`src/rtl/dmem_pkg.sv`:
```
// dmem_pkg: shared types and constants for the data-memory load/store unit.
//   SIZE_*  : access size encodings carried on req_size
//   state_t : load/store FSM states
//   req_t   : request as held for the duration of one transaction
package dmem_pkg;

   localparam logic [1:0] SIZE_B   = 2'b00;
   localparam logic [1:0] SIZE_H   = 2'b01;
   localparam logic [1:0] SIZE_W   = 2'b10;
   localparam logic [1:0] SIZE_ILL = 2'b11;

   typedef enum logic [2:0] {
      ST_IDLE,
      ST_LOAD,
      ST_RMW_RD,
      ST_STORE,
      ST_RESP
   } state_t;

   typedef struct packed {
      logic        we;
      logic [1:0]  size;
      logic        uns;
      logic [31:0] addr;
      logic [31:0] wdata;
   } req_t;

endpackage

```
`src/rtl/dmem_lane_align.sv`:
```
// dmem_lane_align: combinational lane steering for the load/store unit.
//   i_size  : access size (SIZE_B/H/W)
//   i_uns   : zero-extend loads instead of sign-extend
//   i_off   : byte offset within the word (addr[1:0])
//   i_word  : word read from memory
//   i_wdata : right-aligned store data
//   o_load  : extracted and extended load value
//   o_merge : i_word with the store lane replaced (full i_wdata for words)
// Offsets are masked to the access size: halves use only i_off[1], words
// ignore i_off entirely.
module dmem_lane_align
   import dmem_pkg::*;
(
   input  logic [1:0]  i_size,
   input  logic        i_uns,
   input  logic [1:0]  i_off,
   input  logic [31:0] i_word,
   input  logic [31:0] i_wdata,
   output logic [31:0] o_load,
   output logic [31:0] o_merge
);

   logic [7:0]  w_byte;
   logic [15:0] w_half;

   always_comb begin
      w_byte  = i_word[{i_off, 3'b000} +: 8];
      w_half  = i_off[1] ? i_word[31:16] : i_word[15:0];
      o_load  = i_word;
      o_merge = i_wdata;
      case (i_size)
         SIZE_B: begin
            o_load  = {{24{w_byte[7] & ~i_uns}}, w_byte};
            o_merge = i_word;
            o_merge[{i_off, 3'b000} +: 8] = i_wdata[7:0];
         end
         SIZE_H: begin
            o_load  = {{16{w_half[15] & ~i_uns}}, w_half};
            o_merge = i_word;
            if (i_off[1]) o_merge[31:16] = i_wdata[15:0];
            else          o_merge[15:0]  = i_wdata[15:0];
         end
         default: ;
      endcase
   end

endmodule

```
`src/rtl/dmem_lsu.sv`:
```
// dmem_lsu: load/store unit in front of the data port of a memory with
// combinational read and synchronous write, no byte enables. Sub-word
// stores are read-modify-write.
//   clk, reset_n               : clock, async active-low reset
//   req_valid/req_ready        : request handshake (accepted only in IDLE)
//   req_we/size/unsigned/addr/wdata : request fields
//   rsp_valid/rsp_ready        : response handshake
//   rsp_rdata, rsp_err         : extended load data (0 for stores/errors), error flag
//   mem_addr/mem_we/mem_d/mem_q : memory port 1
// Optional: DMEM_ALIGN_CHECK_EN turns misaligned half/word accesses into
// errors; when undefined, low address bits are masked to the access size.
//
// state     | meaning
// ----------+-------------------------------------------------
// ST_IDLE   | ready; latch request and classify it
// ST_LOAD   | sample mem_q, register extended load data
// ST_RMW_RD | sample mem_q, register merged word for a sub-word store
// ST_STORE  | mem_we high for this single cycle
// ST_RESP   | rsp_valid high until rsp_ready
module dmem_lsu
   import dmem_pkg::*;
#(
   parameter int DWIDTH = 32,
   parameter int AWIDTH = 12
) (
   input  logic              clk,
   input  logic              reset_n,
   input  logic              req_valid,
   output logic              req_ready,
   input  logic              req_we,
   input  logic [1:0]        req_size,
   input  logic              req_unsigned,
   input  logic [31:0]       req_addr,
   input  logic [DWIDTH-1:0] req_wdata,
   output logic              rsp_valid,
   input  logic              rsp_ready,
   output logic [DWIDTH-1:0] rsp_rdata,
   output logic              rsp_err,
   output logic [AWIDTH-1:0] mem_addr,
   output logic              mem_we,
   output logic [DWIDTH-1:0] mem_d,
   input  logic [DWIDTH-1:0] mem_q
);

   state_t      r_state;
   state_t      w_state_nxt;
   req_t        r_req;
   logic [31:0] r_rdata;
   logic        r_err;
   logic        w_misaligned;
   logic        w_illegal;
   logic [31:0] w_load;
   logic [31:0] w_merge;
   logic        w_unused;

   always_comb begin
      w_misaligned = 1'b0;
`ifdef DMEM_ALIGN_CHECK_EN
      w_misaligned = (req_size == SIZE_H && req_addr[0]) ||
                     (req_size == SIZE_W && req_addr[1:0] != 2'b00);
`endif
      w_illegal = (req_size == SIZE_ILL) || (req_addr[31:AWIDTH+2] != '0) || w_misaligned;
   end

   always_ff @(posedge clk or negedge reset_n) begin
      if (!reset_n) r_state <= ST_IDLE;
      else          r_state <= w_state_nxt;
   end

   always_comb begin
      w_state_nxt = r_state;
      req_ready   = 1'b0;
      rsp_valid   = 1'b0;
      mem_we      = 1'b0;
      case (r_state)
         ST_IDLE: begin
            req_ready = 1'b1;
            if (req_valid) begin
               if (w_illegal)             w_state_nxt = ST_RESP;
               else if (!req_we)          w_state_nxt = ST_LOAD;
               else if (req_size == SIZE_W) w_state_nxt = ST_STORE;
               else                       w_state_nxt = ST_RMW_RD;
            end
         end
         ST_LOAD:   w_state_nxt = ST_RESP;
         ST_RMW_RD: w_state_nxt = ST_STORE;
         ST_STORE: begin
            mem_we      = 1'b1;
            w_state_nxt = ST_RESP;
         end
         ST_RESP: begin
            rsp_valid = 1'b1;
            if (rsp_ready) w_state_nxt = ST_IDLE;
         end
         default: w_state_nxt = ST_IDLE;
      endcase
   end

   // The write word lives in r_req.wdata: the raw store data for word
   // stores, overwritten with the merged word during RMW_RD.
   always_ff @(posedge clk or negedge reset_n) begin
      if (!reset_n) begin
         r_req   <= '0;
         r_rdata <= '0;
         r_err   <= 1'b0;
      end else begin
         case (r_state)
            ST_IDLE: begin
               if (req_valid) begin
                  r_req   <= '{we: req_we, size: req_size, uns: req_unsigned,
                               addr: req_addr, wdata: req_wdata};
                  r_rdata <= '0;
                  r_err   <= w_illegal;
               end
            end
            ST_LOAD:   r_rdata     <= w_load;
            ST_RMW_RD: r_req.wdata <= w_merge;
            default: ;
         endcase
      end
   end

   dmem_lane_align u_lane (
      .i_size  (r_req.size),
      .i_uns   (r_req.uns),
      .i_off   (r_req.addr[1:0]),
      .i_word  (mem_q),
      .i_wdata (r_req.wdata),
      .o_load  (w_load),
      .o_merge (w_merge)
   );

   assign mem_addr  = r_req.addr[AWIDTH+1:2];
   assign mem_d     = r_req.wdata;
   assign rsp_rdata = r_rdata;
   assign rsp_err   = r_err;

   // Direction and upper address bits are only needed at accept time.
   assign w_unused = ^{r_req.we, r_req.addr[31:AWIDTH+2]};

endmodule
```
`config.mk`:
```
export PLATFORM = sky130hd
export DESIGN_NAME = dmem_lsu
export DESIGN_NICKNAME = d
export VERILOG_FILES = /design/src/rtl/dmem_pkg.sv /design/src/rtl/dmem_lane_align.sv /design/src/rtl/dmem_lsu.sv
export SDC_FILE = /design/constraint.sdc
export NUM_CORES = 1
export LEC_CHECK = 0
export BUFFER_PORTS_ARGS = -buffer_cell sky130_fd_sc_hd__buf_2
export CORE_MARGIN = 5
export CORE_UTILIZATION = 50
export DETAILED_ROUTE_END_ITERATION = 12
export PLACE_DENSITY = 0.77
export SLEW_MARGIN = 20
export SYNTH_ARGS = -nofsm -noshare
export SYNTH_HDL_FRONTEND = slang
export SYNTH_HIERARCHICAL = 1
export SYNTH_SLANG_ARGS = --single-unit
```
`constraint.sdc`:
```
create_clock -name clk -period 3 [get_ports clk]
set_clock_uncertainty 0.15 [all_clocks]
set_input_delay 0.15 -clock clk [delete_from_list [all_inputs] [get_ports clk]]
set_output_delay 0.15 -clock clk [all_outputs]
set_load 0.01 [all_outputs]
```
## Yosys cells after proc, flatten, opt, wreduce, memory -nomap -nowiden

Index checks and enable logic that the tools add are counted.

- Bits in registers: 85
- Bits in latches: 0
- RAM bits: 0
- ROM bits: 0
- Output and inout port bits: 80
- Logic and storage cells: 57
- Memories kept: 0

- Add/subtract/negate cells: 1
- $mul: 0
- Div/mod/pow operators: 0
- $lt $le $gt $ge: 0
- Equal/unequal tests: 11
- Shifts and indexed selects: 3
- Multiplexer cells: 19
- Bitwise gates (word level): 3
- Reductions and logical operators: 12

Operator list:

| operator | count |
|---|---|
| one-hot mux 32 bit (2 select lines) | 4 |
| 2-to-1 mux 32 bit | 2 |
| 2-to-1 mux 16 bit | 3 |
| bitwise mux 32 bit | 1 |
| variable shift 8 x 7 -> 32 bit (first input constant) | 1 |
| indexed part select 32 x 6 -> 8 bit | 1 |
| indexed part select 8 x 7 -> 32 bit | 1 |
| nonzero test 18 bit | 1 |
| one-hot mux 3 bit (4 select lines) | 1 |
| 2-to-1 mux 3 bit | 3 |
| negator 5 -> 7 bit | 1 |
| equality test 3 x 2 -> 1 bit (second input constant) | 2 |
| AND reduction 2 bit | 3 |
| equality test 2 bit (second input constant) | 2 |
| 2-to-1 mux 1 bit | 4 |
| != test 2 bit (second input constant) | 2 |
| AND reduction 4 bit | 1 |
| nonzero test 2 bit | 2 |
| equality test 3 x 1 -> 1 bit (second input constant) | 1 |
| equality test 3 bit (second input constant) | 1 |
| zero test 3 bit | 1 |
| != test 3 x 1 -> 1 bit (second input constant) | 1 |
| != test 3 bit (second input constant) | 1 |
| AND reduction 3 bit | 1 |
| 7 further kinds | 8 |

## Longest topological paths before layout

- Word-level depth: 6
- Mapped depth: 10
- Mapped depth without buffers: 8

## By module

The synthesis kept the hierarchy.

Modules (own cells, without submodules):

| module | instances | cells an instance | area each (um^2) |
|---|---|---|---|
| dmem_lsu | 1 | 459 | 3926.3 |
| dmem_lane_align | 1 | 235 | 1570.3 |

## Worst setup path before layout

No wires, ideal clock.

- Kind: register to register
- Start: register r_req[33] in the netlist's numbering
- End: register r_req (netlist bit mem_d[20])
- Setup time: 69 ps
- Data arrival time: 1939 ps
- Required time: 2781 ps
- Setup slack: 842 ps
- Cell stages (with the launch flop): 11
- Buffers on the path: 2
- Cell sequence: dfrtp_1 buf_4 buf_4 inv_1 ha_1 nand2b_1 nor3b_2 nand2_1 a32oi_1 nand2_1 nand3_1

- Cells in the longest elaborated chain, start to end: 5
- Elaborated cells between the ends (all ways): 7

RTL lines:

| what | line | RTL |
|---|---|---|
| start, declared | dmem_lsu.sv:47 | `req_t r_req;` |
| start signal, assigned | dmem_lsu.sv:110 | `r_req <= '{we: req_we, size: req_size, uns: req_unsigned,` |
| negator 5 -> 7 bit | dmem_lane_align.sv:35 | `o_merge[{i_off, 3'b000} +: 8] = i_wdata[7:0];` |
| indexed part select 8 x 7 -> 32 bit or variable shift 8 x 7 -> 32 bit (tied branches) | dmem_lane_align.sv:35 |  |
| bitwise mux 32 bit | dmem_lane_align.sv:35 |  |
| one-hot mux 32 bit (2 select lines) * | dmem_lane_align.sv:31 | `case (i_size)` |
| via w_merge[20] | dmem_lsu.sv:53 | `logic [31:0] w_merge;` |
| one-hot mux 32 bit (2 select lines) * | dmem_lsu.sv:107 | `case (r_state)` |

Mark *: on every way through the listed nets, which the timed path passes. The rest lies on a longest branch.
A chain may end at the register's enable or synchronous reset.

## Worst setup path after layout

- Start: register r_req[66] in the netlist's numbering
- End: register r_req (netlist bit mem_d[4])

- Cells in the longest elaborated chain, start to end: 3
- Elaborated cells between the ends (all ways): 7

RTL lines:

| what | line |
|---|---|
| equality test 2 x 1 -> 1 bit or zero test 2 bit (tied branches) | dmem_lane_align.sv:31 |
| one-hot mux 32 bit (2 select lines) * | dmem_lane_align.sv:31 |
| via w_merge[4] | dmem_lsu.sv:53 |
| one-hot mux 32 bit (2 select lines) * | dmem_lsu.sv:107 |

Marked as above.

==> impl_summary.txt <==
----------------------------------------------------
[Floorplan]
  Area of the core ... 10800 sq um
  Standard-cell rows ... 38
  Starting utilization of the core area ... 50.9%
  Area of the die ... 13200 sq um
  Die span in y ... 115 um
  Num ports ... ~180
  Die Wd ... 115 um

[Hold path]
  Worst Hold Launch ... mem_q[1]
  Path class of the lowest-slack min-delay path ... input port to flip-flop
  Hold Path Cell Cnt ... 4
  Worst hold endpoint ... mem_d[1]$_DFFE_PN0P_

[GRT]
  Global-route wire length before repair ... 29300 um
  Initial antenna violation count ... 0
  Overall track demand over capacity in global routing ... between 20 and 30%
  Pin count of the biggest net entering global routing ... 86
  Number of global-route vias before repair ... 5606
  Residual overflow from global routing ... 0

[Finish]
  Utilization of the core after routing ... between 60% and 70%
  Nets ... 984
  Proportion of layout cells with a drive suffix above 1 ... 28.3%
  Layout Area Growth over Synthesis ... 27.4%
  Diode count ... 0
  Most used cells in the layout excluding fill and tap cells ... 245 x nand2_1, 182 x buf_2, 84 x dfrtp_1
  Commonest non-fill, non-tap cell in the layout ... nand2_1

[Placement]
  Post-DP HPWL ... 13200 um
  GPL Wtd Cong ... 0.937
  Buffers on Ports ... 183

[Detailed routing]
  Number of routed nets with antenna violations ... 0
  Average via count per standard cell ... 5.70
  Via count ... 5815
  Routed length per instance ... 17.9 um
  Initial DRC Count ... just under 600
  Final routed DRC violation total ... 0
  Total Routed Length ... 18300 um
  Number of optimization iterations in the first detailed-route pass ... 7

[Synthesis]
  Count of yosys warnings during synthesis ... 6
  Most area-consuming cells after synthesis ... dfrtp_1 39%, nand2_1 17%, buf_4 6.6%, nand3_1 5.9%, o21ai_0 4.5%
  Fraction of post-synthesis cell area in the top cell type by area ... between 30 and 40%
  Total of flip-flops plus latches after synthesis ... 85
  Fraction of the yosys area taken by sequential cells ... about 39%
  Number of enable-type register cells in the synthesized netlist ... 0
  Average size of a mapped cell ... between 7 and 8 sq um
  Total standard cell area after synthesis ... 5500 sq um
  Cells after synthesis ... 694
  Top cell type by total area after synthesis ... dfrtp_1
  Top_reg_cell synth ... dfrtp_1
  Share of synthesized registers carrying an async set or reset ... 100%
  Distinct cells, synth ... 53
  Total nets after synthesis ... 803

[Critical path]
  CP required ... between 3 and 4 ns
  Worst setup path class ... flip-flop to flip-flop
  Maximum fanout along the worst path ... 22
  Arrival @ worst endpoint ... between 2 and 3 ns
  Reg-to-reg startpoint ... r_req[66]$_DFFE_PN0P_
  Reg-to-reg setup timing slack ... 0.26 ns
  Critical R2R Capture ... mem_d[4]$_DFFE_PN0P_
  Worst-case reg-to-reg path depth ... 7
  Critical Path Start Type ... flip-flop
  Endpoint type of the worst setup path ... flip-flop

[Timing]
  Final count of negative-setup-slack endpoints ... 0
  Post-route fraction of the period consumed by the critical path ... roughly nine tenths
  Measured slew at the worst slew-check pin ... 0.763 ns
  Max-slew headroom at the worst pin ... 49.1%
  Final setup TNS ... 0 ns
  Tmin final ... 2.74 ns
  Maximum frequency from static timing analysis ... approximately 370 MHz
  Final Max Slew Viols ... 0
  Number of hold violations in the final report ... 0
  Setup repair after global routing missed its margin ... false

[Power and ir drop]
  Worst supply voltage drop on vdd ... 0.266 mV
  Power Density ... 553 nW/um^2
  Total chip power ... slightly below 4 mW
  LEAKAGE ... 3.45 nW

[CTS]
  H-tree levels ... 3
  Clock tree buffer depth ... 2
  Total number of clock tree sinks ... between 80 and 90
  Worst skew pair latency ... 0.36 ns
  CTS tree ... yes
  Clock-pin slew reported for the worst setup and hold paths after clock tree synthesis ... ~0.080 ns
  Number of buffers added by the clock tree synthesis step ... 9
  Clock Tree Root ... clkbuf_8

[Run status]
  Outcome ... finished, final reports clean

[Job]
  # Max-Cap Violations ... 0

----------------------------------------------------
==> how the worst max path moves through the flow <==
stage / start / to / slack [ns] / cells after the start
2_1_floorplan: r_req[33]$_DFFE_PN0P_ / mem_d[20]$_DFFE_PN0P_ / 0.84 / 10
5_1_grt: r_req[66]$_DFFE_PN0P_ / mem_d[4]$_DFFE_PN0P_ / 0.13 / 7
6_report: r_req[66]$_DFFE_PN0P_ / mem_d[4]$_DFFE_PN0P_ / 0.26 / 7
3_3_place_gp: r_req[66]$_DFFE_PN0P_ / mem_d[2]$_DFFE_PN0P_ / 0.70 / 6
4_1_cts: r_req[66]$_DFFE_PN0P_ / mem_d[4]$_DFFE_PN0P_ / 0.04 / 7
3_5_place_dp: r_req[66]$_DFFE_PN0P_ / mem_d[6]$_DFFE_PN0P_ / 0.58 / 6
==> layer usage <==
metal	GRT usage, %	vias up	share of wire [%]
li1	-	2699	-
met1	37.5	2777	42
met2	45.3	292	47
met3	4.74	47	8.1
met4	9.47	0	3.0
met5	0	-	0
==> state kept, by name, indices dropped and copies added, names as in the netlist <==
signal / count
mem_addr: 12
mem_d: 32
r_req: 5
r_state: 3
rsp_err: 1
rsp_rdata: 32
==> cells by family (layout without fill, tap and decap cells) <==
group	after synthesis	in the layout	share of synthesized area, %
AND/OR/NAND/NOR	355	355	28.0
multiplexers	13	13	2.53
AO/OA/AOI/OAI	135	135	18.7
buffers and inverters	101	287	10.9
adder cells (fa/ha/maj)	5	5	1.14
flip-flops	85	85	38.7
==> final cells by class <==
class	count	area [sq um]
Multi-Input combinational cell	508	2790
Fill cell	924	3790
Inverter	13	48.8
Tap cell	140	175
Sequential cell	85	2130
Clock inverter	5	83.8
Clock buffer	11	141
Timing Repair Buffer	258	1640
==> worst max-delay path, stage by stage (launching register included) <==
cell and delay (ns):
dfrtp_2 0.60, clkinv_1 0.40, o21ai_2 0.28, a21oi_1 0.22, a22o_1 0.30, nand2_1 0.06, nand3_1 0.06, dlygate4sd3_1 0.55
==> timing repair <==
item | 4_1_cts | 5_1_grt
hold buffers | 60 | 0
endpoints found under the setup margin | 0 | 1
resized for setup | 0 | 1
setup buffers | 0 | 0
endpoints found under the hold margin | 140 | 0
==> through the flow <==
stage | cells | cell area [sq um] | worst slack [ns] | hold slack, ns
final | 1020 | 7000 | 0.264 | 0.0146
after global routing | 1020 | 7000 | 0.129 | 0.0126
after CTS | 1020 | 7000 | 0.0396 | 0.00119
after detailed placement | 944 | 6170 | 0.583 | 0.194
after global placement | 944 | 6170 | 0.698 | 0.189
after floorplan | 694 | 5500 | 0.842 | -0.296
==> synthesized netlist by cell type, types with 5 or more instances <==
library cell,n
nand2_1,245
dfrtp_1,85
nand3_1,65
o21ai_0,49
buf_4,48
buf_2,18
clkbuf_1,18
a221o_1,16
a21oi_1,12
inv_1,12
nor2_1,11
a21oi_2,10
a22o_1,10
a221oi_1,7
a222oi_1,7
a2bb2oi_1,7
mux2_2,7
nand2b_1,7
mux2i_1,6
a22oi_1,5
ha_1,5
nor2b_1,5
==> power breakdown <==
| part | switching [mW] | internal [mW] |
|---|---|---|
| registers | 0.172 | 1.28 |
| logic | 0.856 | 0.639 |
| clock network | 0.428 | 0.494 |
| total | 1.46 | 2.42 |
(Power assumes the default switching activity.)
